==> config.mk <==
export PLATFORM = sky130hd
export DESIGN_NAME = imem_loader
export DESIGN_NICKNAME = d
export VERILOG_FILES = /design/src/rtl/imem_loader.sv
export SDC_FILE = /design/constraint.sdc
export NUM_CORES = 1
export LEC_CHECK = 0
export CORE_MARGIN = 3
export CORE_UTILIZATION = 23
export DETAILED_ROUTE_END_ITERATION = 6
export SETUP_SLACK_MARGIN = 0.5
export SYNTH_ARGS = -nofsm -noshare
export SYNTH_HDL_FRONTEND = slang
export SYNTH_SLANG_ARGS = --single-unit
export TNS_END_PERCENT = 100
==> constraint.sdc <==
create_clock -name clk -period 2.5 [get_ports clk]
set_input_delay 0.375 -clock clk [delete_from_list [all_inputs] [get_ports clk]]
set_output_delay 0.375 -clock clk [all_outputs]
set_load 0.01 [all_outputs]
==> src/rtl/imem_loader.sv <==
// -----------------------------------------------------------------------------
// imem_loader
//
// Write side of the instruction memory. It zero-fills the whole memory after
// reset or restart. It then accepts a framed byte stream:
//   SYNC_BYTE, L, 4*(L+1) payload bytes, checksum.
// Payload bytes are packed big-endian into 32-bit words, which are written from
// address 0 upward. If the checksum (XOR of the payload bytes) matches, cpu_run
// is raised. Otherwise error is raised.
//
// Ports
//   clk          : clock, all logic on the rising edge
//   reset        : synchronous, active-low reset
//   restart      : abort and reload (level-sampled, ignored while clearing)
//   in_data      : stream byte
//   in_valid     : in_data valid
//   in_ready     : byte accepted this cycle when in_valid is also high
//   mem_we       : registered memory write enable
//   mem_a        : registered write word address
//   mem_wd       : registered write data
//   words_loaded : payload words written in the current frame
//   cpu_run      : good frame loaded, processor may run
//   error        : frame rejected
// -----------------------------------------------------------------------------
module imem_loader #(
  parameter int unsigned AW        = 6,
  parameter logic [7:0]  SYNC_BYTE = 8'hA5
) (
  input  logic          clk,
  input  logic          reset,
  input  logic          restart,
  input  logic [7:0]    in_data,
  input  logic          in_valid,
  output logic          in_ready,
  output logic          mem_we,
  output logic [AW-1:0] mem_a,
  output logic [31:0]   mem_wd,
  output logic [AW:0]   words_loaded,
  output logic          cpu_run,
  output logic          error
);

  localparam int unsigned NW = AW + 1;
  // Memory capacity in words; needs AW+1 bits to hold 2^AW itself.
  localparam logic [NW-1:0] DEPTH = NW'(1) << AW;

  typedef enum logic [2:0] {
    CLEAR,
    SYNC,
    LEN,
    DATA,
    CSUM,
    DONE,
    ERR
  } state_t;

  state_t         state;
  state_t         state_n;

  logic [AW-1:0]  clr_addr;
  logic           clr_last;
  logic [NW-1:0]  nwords;
  logic [1:0]     byte_idx;
  logic [7:0]     csum;
  logic [23:0]    word_sr;
  logic           vld_p0;
  logic           word_last;

  // A length byte is only usable if the resulting word count fits in memory.
  function automatic logic len_out_of_range(input logic [7:0] l);
    return 9'(l) >= 9'(DEPTH);
  endfunction

  // Number of words announced by a length byte (L+1). It is only called once
  // the length has been range-checked, so it always fits in AW+1 bits.
  function automatic logic [NW-1:0] len_to_words(input logic [7:0] l);
    return NW'(l) + NW'(1);
  endfunction

  assign clr_last  = (clr_addr == {AW{1'b1}});
  // Fourth byte of the final announced word.
  assign word_last = (byte_idx == 2'd3) && ((words_loaded + NW'(1)) == nwords);

  // ---- stage p0: byte accept and next-state decode ----
  always_comb begin
    state_n  = state;
    in_ready = 1'b0;

    // Ready depends only on state and restart, never on in_valid. Restart
    // blocks the byte so that nothing is consumed on the abort cycle.
    case (state)
      SYNC, LEN, DATA, CSUM: in_ready = !restart;
      default:               in_ready = 1'b0;
    endcase

    vld_p0 = in_valid && in_ready;

    case (state)
      CLEAR: if (clr_last) state_n = SYNC;
      SYNC:  if (vld_p0 && (in_data == SYNC_BYTE)) state_n = LEN;
      LEN:   if (vld_p0) state_n = len_out_of_range(in_data) ? ERR : DATA;
      DATA:  if (vld_p0 && word_last) state_n = CSUM;
      CSUM:  if (vld_p0) state_n = (in_data == csum) ? DONE : ERR;
      default: state_n = state;
    endcase

    // Restart while clearing is deliberately ignored, so holding it high
    // cannot stall the zero-fill.
    if (restart && (state != CLEAR)) state_n = CLEAR;
  end

  always_ff @(posedge clk) begin
    if (!reset) state <= CLEAR;
    else        state <= state_n;
  end

  // ---- stage p1: registered write port, counters and status ----
  always_ff @(posedge clk) begin
    if (!reset) begin
      clr_addr     <= '0;
      nwords       <= '0;
      byte_idx     <= '0;
      csum         <= '0;
      mem_we       <= 1'b0;
      mem_a        <= '0;
      mem_wd       <= '0;
      words_loaded <= '0;
      cpu_run      <= 1'b0;
      error        <= 1'b0;
    end else begin
      mem_we  <= 1'b0;
      cpu_run <= (state_n == DONE);
      error   <= (state_n == ERR);

      if (restart && (state != CLEAR)) begin
        // Any partially assembled word is dropped. The byte index is
        // re-cleared in LEN before it is used again.
        clr_addr     <= '0;
        words_loaded <= '0;
      end else begin
        case (state)
          CLEAR: begin
            mem_we       <= 1'b1;
            mem_a        <= clr_addr;
            mem_wd       <= '0;
            clr_addr     <= clr_last ? '0 : clr_addr + 1'b1;
            words_loaded <= '0;
          end
          LEN: begin
            if (vld_p0) begin
              nwords       <= len_to_words(in_data);
              byte_idx     <= '0;
              csum         <= '0;
              words_loaded <= '0;
            end
          end
          DATA: begin
            if (vld_p0) begin
              csum     <= csum ^ in_data;
              byte_idx <= byte_idx + 2'd1;
              if (byte_idx == 2'd3) begin
                mem_we       <= 1'b1;
                mem_a        <= words_loaded[AW-1:0];
                mem_wd       <= {word_sr, in_data};
                words_loaded <= words_loaded + NW'(1);
              end
            end
          end
          default: begin
          end
        endcase
      end
    end
  end

  // ---- stage p1: payload byte shifter (data path, no reset needed) ----
  // The first three bytes of a word collect here big-endian. The fourth byte
  // is appended directly when the word is written.
  always_ff @(posedge clk) begin
    if ((state == DATA) && vld_p0) word_sr <= {word_sr[15:0], in_data};
  end

endmodule

**Yosys cells after proc, flatten, opt, wreduce, memory -nomap -nowiden**

Cells that the tools add are included.
Widths: inputs -> output; s select.

- Register bits: 98
- Input port bits: 12
- Output and inout bits: 49
- Word-level logic and storage cells: 82

- $add $sub $neg: 4
- $lt $le $gt $ge: 1
- Equality and inequality tests: 14
- Mux-type cells: 30
- Bitwise logic cells: 3
- Reductions and logical operators: 18

Operator list:

| cell | number |
|---|---|
| $mux 32 | 2 |
| $pmux 32 s2 | 1 |
| $mux 3 | 7 |
| $mux 7 | 3 |
| $pmux 7 s3 | 1 |
| $mux 6 | 3 |
| $mux 8 | 2 |
| $pmux 8 s2 | 1 |
| $pmux 3 s5 | 1 |
| $add 7x1->7 const B | 2 |
| $pmux 6 s2 | 1 |
| $reduce_and 4->1 | 3 |
| $eq 3x3->1 const B | 3 |
| $eq 8x8->1 | 1 |
| $eq 8x8->1 const B | 1 |
| $ge 8x7->1 const B | 1 |
| $xor 8x8->8 | 1 |
| $eq 7x7->1 | 1 |
| $add 6x1->6 const B | 1 |
| $eq 3x2->1 const B | 2 |
| $eq 6x6->1 const B | 1 |
| $logic_and 1x1->1 | 6 |
| $mux 2 | 3 |
| $ne 2x2->1 const B | 3 |
| 14 further kinds | 19 |

**Logic depth before layout (Yosys ltp)**

Gate-level depths: netlist of the first run.

- Depth in word-level cells: 9
- Mapped depth: 8
- Mapped depth without buffers: 8

**Least setup slack after synthesis of the first run**

OpenSTA, ideal clock, no wires.

- Kind: reg2reg
- Start point: register state[2]
- End point: register word_sr[0], enable pin
- Library setup time: 0.393 ns
- Arrival: 1.726 ns
- Required time: 2.107 ns
- Slack: 0.381 ns
- Stages on the path, launching flop included: 5
- Path buffers: 1
- Clock period less this slack: 2.119 ns
- Cells stage by stage: dfxtp_1 > buf_6 > nand2b_1 > or2_1 > nor2_2

- Word-level cells in the longest chain between the ends: 5
- Elaborated cells on any way between the ends: 8
- Classes of those cells: 4 x eq/ne; 1 x mux; 3 x reduce/logical

RTL lines:

| what | RTL line | RTL |
|---|---|---|
| from (decl) | 57 | `state_t state;` |
| from (signal assigned) | 114 | `else state <= state_n;` |
| $eq 3x2->1 (tied with other cells) | 91, 180 |  |
| $reduce_or 4->1 | 91 | `case (state)` |
| $mux 1 | 91 |  |
| $logic_and 1x1->1 | 96 | `vld_p0 = in_valid && in_ready;` |
| $logic_and 1x1->1 * | 180 | `if ((state == DATA) && vld_p0) word_sr <= {word_sr[15:0], in_data};` |
| to (signal assigned) | 180 |  |
| to (decl) | 65 | `logic [23:0] word_sr;` |

Mark *: on every way between the ends. The rest lies on a longest branch, timed or not.
A chain may end at the register's enable or synchronous reset.

**Worst setup path after layout of the first run**

- Start point: register state[0]
- End point: output port in_ready

- Word-level cells in the longest chain between the ends: 3
- Elaborated cells on any way between the ends: 6
- Classes of those cells: 4 x eq/ne; 1 x mux; 1 x reduce/logical

RTL lines:

| what | RTL line | RTL |
|---|---|---|
| $eq 3x2->1 (tied with other cells) | 91 |  |
| $reduce_or 4->1 * | 91 |  |
| $mux 1 * | 91 |  |
| to (decl) | 34 | `output logic in_ready,` |

Marks and branches as above.

==> results of run 1 <==
==> power by group <==
group | switching (uW) | internal (uW) | leakage (uW)
Combinational | 257 | 185 | 0.000920
Sequential | 35.5 | 1660 | 0.000815
Clock | 681 | 714 | 0.000150
==> worst reg2reg max path, cell delays in order (launching register included) <==
cell and delay [ns]:
dfxtp_1 0.32, ha_2 0.23, and3_2 0.23, a31oi_1 0.26, o221ai_2 0.18, o41ai_4 0.32
nor2b_1 0.18, o21a_1 0.13
==> cell usage in the layout (no fill, tap or decap), types with 3 or more instances in the layout <==
cell type,instances
dfxtp_1,71
nand2_1,60
clkdlybuf4s50_1,59
a21oi_1,53
nor2_1,42
nand3_1,38
edfxtp_1,24
buf_4,22
xnor2_1,16
o21ai_0,14
xor2_1,9
clkbuf_16,9
nand3b_1,8
a211oi_1,7
and3_1,6
a311oi_1,6
inv_1,5
nand4_1,5
nand2b_1,4
ha_1,4
buf_12,4
nor2b_1,3
o21ai_1,3
nor3_1,3
==> layout make-up <==
cell class                 instances  area (sq um)  area share (%)
inverter                           5          18.8           0.334
clock inverter                     7          81.3            1.45
timing repair buffer              86           845            15.0
clock buffer                       9           225            4.00
sequential                        98          2210            39.3
multi-input combinational        326          1960            34.8
tap                              229           287            5.09
==> synthesized netlist by cell type (3+ instances only) <==
| cell type | n |
|---|---|
| a311oi_1 | 6 |
| o21ai_1 | 3 |
| buf_6 | 3 |
| dfxtp_1 | 74 |
| nor2_1 | 42 |
| clkbuf_1 | 17 |
| ha_1 | 5 |
| buf_2 | 12 |
| xnor2_1 | 16 |
| and3_1 | 6 |
| edfxtp_1 | 24 |
| nand2b_1 | 4 |
| nor2b_1 | 3 |
| o21ai_0 | 14 |
| xor2_1 | 9 |
| a21oi_1 | 53 |
| nor3_1 | 3 |
| nand4_1 | 5 |
| or3_1 | 3 |
| inv_1 | 5 |
| nand3b_1 | 8 |
| nand2_1 | 60 |
| a211oi_1 | 7 |
| nand3_1 | 39 |
==> state kept, by name (all words and copies together) (netlist names) <==
name          count
mem_a             6
nwords            7
byte_idx          2
csum              8
cpu_run           1
state             3
words_loaded      7
mem_wd           32
clr_addr          6
word_sr          24
error             1
mem_we            1
==> metrics by stage <==
| step | utilization (%) | instance area [sq um] | setup WS, ns |
|---|---|---|---|
| final | 30.9 | 5630 | 0.550 |
| after global routing | 30.9 | 5630 | 0.474 |
| after CTS | 30.6 | 5580 | 0.504 |
| after detailed placement | 28.8 | 5250 | 0.156 |
| after global placement | 28.8 | 5250 | 0.253 |
| after floorplan | - | 4320 | 0.595 |
==> metal layers <==
metal	wire, um	vias to the layer above
met4	154	0
met3	403	9
li1	-	1759
met1	5240	1635
met2	5210	68
met5	0	-
==> what timing repair did <==
| action | 4_1_cts | 5_1_grt |
|---|---|---|
| endpoints found under the setup margin | 3 | 15 |
| resized for setup | 6 | 7 |
| setup buffers | 2 | 3 |
| pin swaps | 0 | 1 |
| hold buffers | 0 | 0 |
==> kinds of logic after synthesis <==
| group | count (synthesis) | share of synthesized area, % |
|---|---|---|
| flip-flops | 98 | 51.1 |
| multiplexers | 1 | 0.232 |
| adder cells (fa/ha/maj) | 5 | 1.45 |
| buffers and inverters | 38 | 4.26 |
| AND/OR/NAND/NOR | 195 | 22.9 |
| AO/OA/AOI/OAI | 100 | 15.1 |
| XOR/XNOR | 25 | 5.08 |
==> worst max-delay path by stage <==
stage / to / cells past startpoint
6_report: in_ready / 3
5_1_grt: cpu_run$_SDFF_PN0_ / 7
4_1_cts: in_ready / 3
3_5_place_dp: cpu_run$_SDFF_PN0_ / 7
3_3_place_gp: cpu_run$_SDFF_PN0_ / 7
2_1_floorplan: cpu_run$_SDFF_PN0_ / 7
==> results.md, run 1 <==
- Cell variety after synth: 61
- Min cycle time layout: 1.95 ns
- Largest delay contributor family on the critical path: simple AND/OR/NAND/NOR gates
- Final setup skew: 0.0101 ns
- Die footprint: 20400 sq um
- R2R Path Start: words_loaded[0]$_SDFFE_PP0P_
- Slew headroom: 67.5%
- Routed length per instance: 14.5 um
- CP max stage cell: or3_4
- Final hold slack: 0.443 ns
- Sequential share of the synthesized area: 51.1%
- Vias/cell: 4.57
- Critical Path RT: 2.12 ns
- Core ar.: 18200 sq um
- Setup tns final: 0 ns
- CTS HTree Levels: 3
- DR DRC count: 0
- Antenna diodes: 0
- Flop2flop setup slack: 0.60 ns
- WP buf/inv: 1
- CTS Root Buffer Type: clkbuf_16
- Period Utilization, post-route: 78.0%
- Worst VDD drop: 0.371 mV
- RSZ-0062 raised after global routing: no
- Type of the worst setup path: register to primary output
- Worst Hold End: word_sr[16]$_DFFE_PP_
- Max-capacitance violation count: 0
- Hold Vio Cnt, Final: 0
- Largest net degree at the start of global routing: 57
- Layout area overhead: 30.5%
- Leakage: 0.00188 uW
- Yosys reg bits: 98
- FMAX: 0.513 GHz
- First-pass GRT wire length: 17800 um
- Grt met1 use: 15.4%
- # rows: 49
- Cell area after synthesis: 4310 sq um
- Asr flop ratio synth: 0%
- CTS tree: built
- Critical-path maximum fanout: 6
- Total Power: 3530 uW
- PortBufs: 60
- Gr ovfl total: 0
- Total number of vias: 3471
- GR Util met2: 17.0%
- Fin. max-slew vios: 0
- Syn Inst Count: 462
- Placed cell count: 739
- Die Y: 143 um
- Hold Path Class: register to register
- Tightest Pin Transition: 0.488 ns
- Share of layout cells above drive strength 1: 12.6%
- Initial antenna violation count: 0
- Hold path start: word_sr[8]$_DFFE_PP_
- Crit. Startpoint: state[0]$_SDFF_PN0_
- CP endpoint kind: primary output
- Total track usage: 11.0%
- Synthesized Nets: 479
- Die W: 143 um
- Worst-path cell chain: or3_4 > and3_1 > dlygate4sd2_1
- Main area contributors after synthesis: dfxtp_1 34%, edfxtp_1 17%, a21oi_1 6.2%
- Run status: finished clean
- Number of global-route vias before repair: 3269
- Cell Count, Final, Fillers Out: 760
- Top FF cell, synth: dfxtp_1
- # fillers: 1837
- Synth top area share: 34.3%
- Worst Reg-to-Reg Cells: 7
- # setup viols final: 0
- Clock Pin Slew Worst Setup and Hold Paths: 0.08 ns
- R2r endpoint: cpu_run$_SDFF_PN0_
- Total Wirelength: 11000 um
- Maximum clock path buffer count: 2
- Final-stage net count: 543
- Crit path launch type: register
- Hold path depth: 0
- Crit path DAT: 1.58 ns
- Cell taking the most area after synthesis: dfxtp_1
- Ys Warns: 0
- Power per Cell Area: 628 nW/um^2
- GR peak layer: met2
- CTS buffer count: 9
- Post-detail-place hpwl: 7690 um
- Crit path largest cell delay: 0.38 ns
- Clk sink count: 98
- # IOs: 61
- Initial Util: 23.7%
- Number of synthesized flops with an enable pin: 24
- Detail Route Antenna Nets: 0
- GPL Wtd Cong: 0.799
- First DRT Iteration DRCs: 240
- Routing usage on met3: 1.84%
- Average instance area after synthesis: 9.34 sq um
- Drt pass-1 iters: 4
- Skew-Pair Late Insertion Delay: 0.35 ns
Power figures use the tool's default switching activity.
==> run 2, diff against run 1 <==
==> constraint.sdc (replaced) <==
create_clock -name clk -period 2 [get_ports clk]
set_input_delay 0.3 -clock clk [delete_from_list [all_inputs] [get_ports clk]]
set_output_delay 0.3 -clock clk [all_outputs]
set_load 0.01 [all_outputs]
==> results.md, run 2 (synthesized netlist as in run 1, its figures left out) <==
- Clock Pin Slew Worst Setup and Hold Paths: 0.08 ns
- Antenna diodes: 0
- Most frequent cells in the layout: 64 x dfxtp_1, 59 x nand2_1, 49 x dlygate4sd2_1
- First-pass GRT wire length: 19600 um
- Total Wirelength: 12100 um
- Worst VDD drop: 0.383 mV
- CTS HTree Levels: 3
- Run status: finished clean
- CP max stage cell: dfxtp_4
- Final-stage net count: 594
- Hold path depth: 4
- Biggest regs: mem_wd x32, word_sr x24, csum x8
- Final hold slack: 0.353 ns
- Leakage: 0.00251 uW
- DR DRC count: 0
- Clk sink count: 98
- # IOs: 61
- CTS tree: built
- Initial Util: 23.7%
- Detail Route Antenna Nets: 0
- Die W: 143 um
- Max-capacitance violation count: 0
- DP Area: 5440 sq um
- Min cycle time layout: 1.79 ns
- FMAX: 0.558 GHz
- Die footprint: 20400 sq um
- GPL Wtd Cong: 0.805
- Gr ovfl total: 0
- Setup tns final: 0 ns
- Most common cell after layout, fill and taps aside: dfxtp_1
- Hold Vio Cnt, Final: 0
- Largest delay contributor family on the critical path: compound AO/OA/AOI/OAI gates
- Core ar.: 18200 sq um
- Crit path largest cell delay: 0.35 ns
- Power per Cell Area: 719 nW/um^2
- Skew-Pair Late Insertion Delay: 0.35 ns
- Total number of vias: 3698
- Post-detail-place hpwl: 7850 um
- Drt pass-1 iters: 4
- Crit path launch type: register
- Max reg flops: 32
- R2R Path Start: words_loaded[0]$_SDFFE_PP0P_
- CTS Hold Buffers Added: 0
- Period Utilization, post-route: 89.7%
- # rows: 49
- Routed length per instance: 14.9 um
- Number of global-route vias before repair: 3614
- Layout area overhead: 48.2%
- Maximum clock path buffer count: 2
- CP endpoint kind: register
- PortBufs: 60
- Die Y: 143 um
- Type of the worst setup path: register to register
- CTS Root Buffer Type: clkbuf_16
- Hold path start: in_data[1]
- Final core utilization: 35.1%
- Critical Path RT: 2.30 ns
- Register name with the most flops: mem_wd
- Hold Path Class: input port to register
- Cell area after layout: 6390 sq um
- Tightest Pin Transition: 0.458 ns
- Final setup skew: 0.0135 ns
- Worst-path cell chain: ha_4 > buf_6 > xnor2_2 > a22oi_2 > o2111ai_2 > or2_1 > a21oi_2 > o21a_1
- Total track usage: 11.9%
- Critical-path maximum fanout: 6
- Crit. Startpoint: words_loaded[0]$_SDFFE_PP0P_
- Initial antenna violation count: 0
- WP depth: 8
- Fin. max-slew vios: 0
- CTS buffer count: 9
- Vias/cell: 4.56
- RSZ-0062 raised after global routing: yes
- First DRT Iteration DRCs: 247
- Slew headroom: 69.2%
- Crit path DAT: 2.09 ns
- Worst Reg-to-Reg Cells: 8
- WP buf/inv: 1
- Share of layout cells above drive strength 1: 26.8%
- # setup viols final: 0
- Largest net degree at the start of global routing: 51
## run 2: cell types whose count changed in the layout (fill, tap and decap cells not counted), moves of 7 or more
cell / delta
buf_4: +25
dlygate4sd2_1: +48
clkdlybuf4s50_1: -52
a21oi_2: +9
buf_6: +15
dfxtp_1: -7
a21oi_1: -9
## run 2: stage by stage
stage / cells / total power, uW / worst slack, ns
finish: 811 / 4600 / 0.207
global route: 811 / 4770 / 0.0898
CTS: 802 / 4590 / 0.219
detailed placement: 756 / 2750 / -0.254
global placement: 756 / 2740 / -0.184
floorplan: 462 / 2510 / 0.294
## run 2: what timing repair did
action,in CTS,in global routing
pin swaps,23,25
endpoints found under the hold margin,0,0
setup endpoints to repair,139,92
cloned,5,0
buffers inserted,25,9
resized for setup,104,29
## run 2: metal layers
| layer | vias to the layer above | GRT usage, % | wire [um] |
|---|---|---|---|
| met5 | - | 0 | 0 |
| met4 | 0 | 2.90 | 98 |
| met3 | 5 | 1.98 | 521 |
| met2 | 72 | 19.2 | 5820 |
| met1 | 1747 | 16.7 | 5670 |
| li1 | 1874 | - | - |
## run 2: worst paths after layout
path                           end  slack [ns]
max reg2reg     cpu_run$_SDFF_PN0_        0.21
max             cpu_run$_SDFF_PN0_        0.21
min reg2reg  word_sr[16]$_DFFE_PP_        0.45
min           csum[1]$_SDFFE_PN0P_        0.35
## run 2: area by class of cell
class                   instances  area, sq um
fillers                      1785        11800
inverters                       5         18.8
clock inverters                 7         81.3
clock buffers                   9          225
flip-flops and latches         98         2230
well taps                     229          287
multi-input cells             326         2170
repair buffers                137         1380
## run 2: power by group
group | internal [uW] | total (uW) | switching [uW]
sequential | 2070 | 2110 | 44.5
clock | 893 | 1760 | 862
combinational | 349 | 731 | 382
total | 3310 | 4600 | 1290
## run 2: worst reg2reg max path, stage by stage, from the launching register on
cell and delay [ns]:
dfxtp_4 0.35, ha_4 0.18, buf_6 0.12, xnor2_2 0.12, a22oi_2 0.17, o2111ai_2 0.19
or2_1 0.32, a21oi_2 0.17, o21a_1 0.12
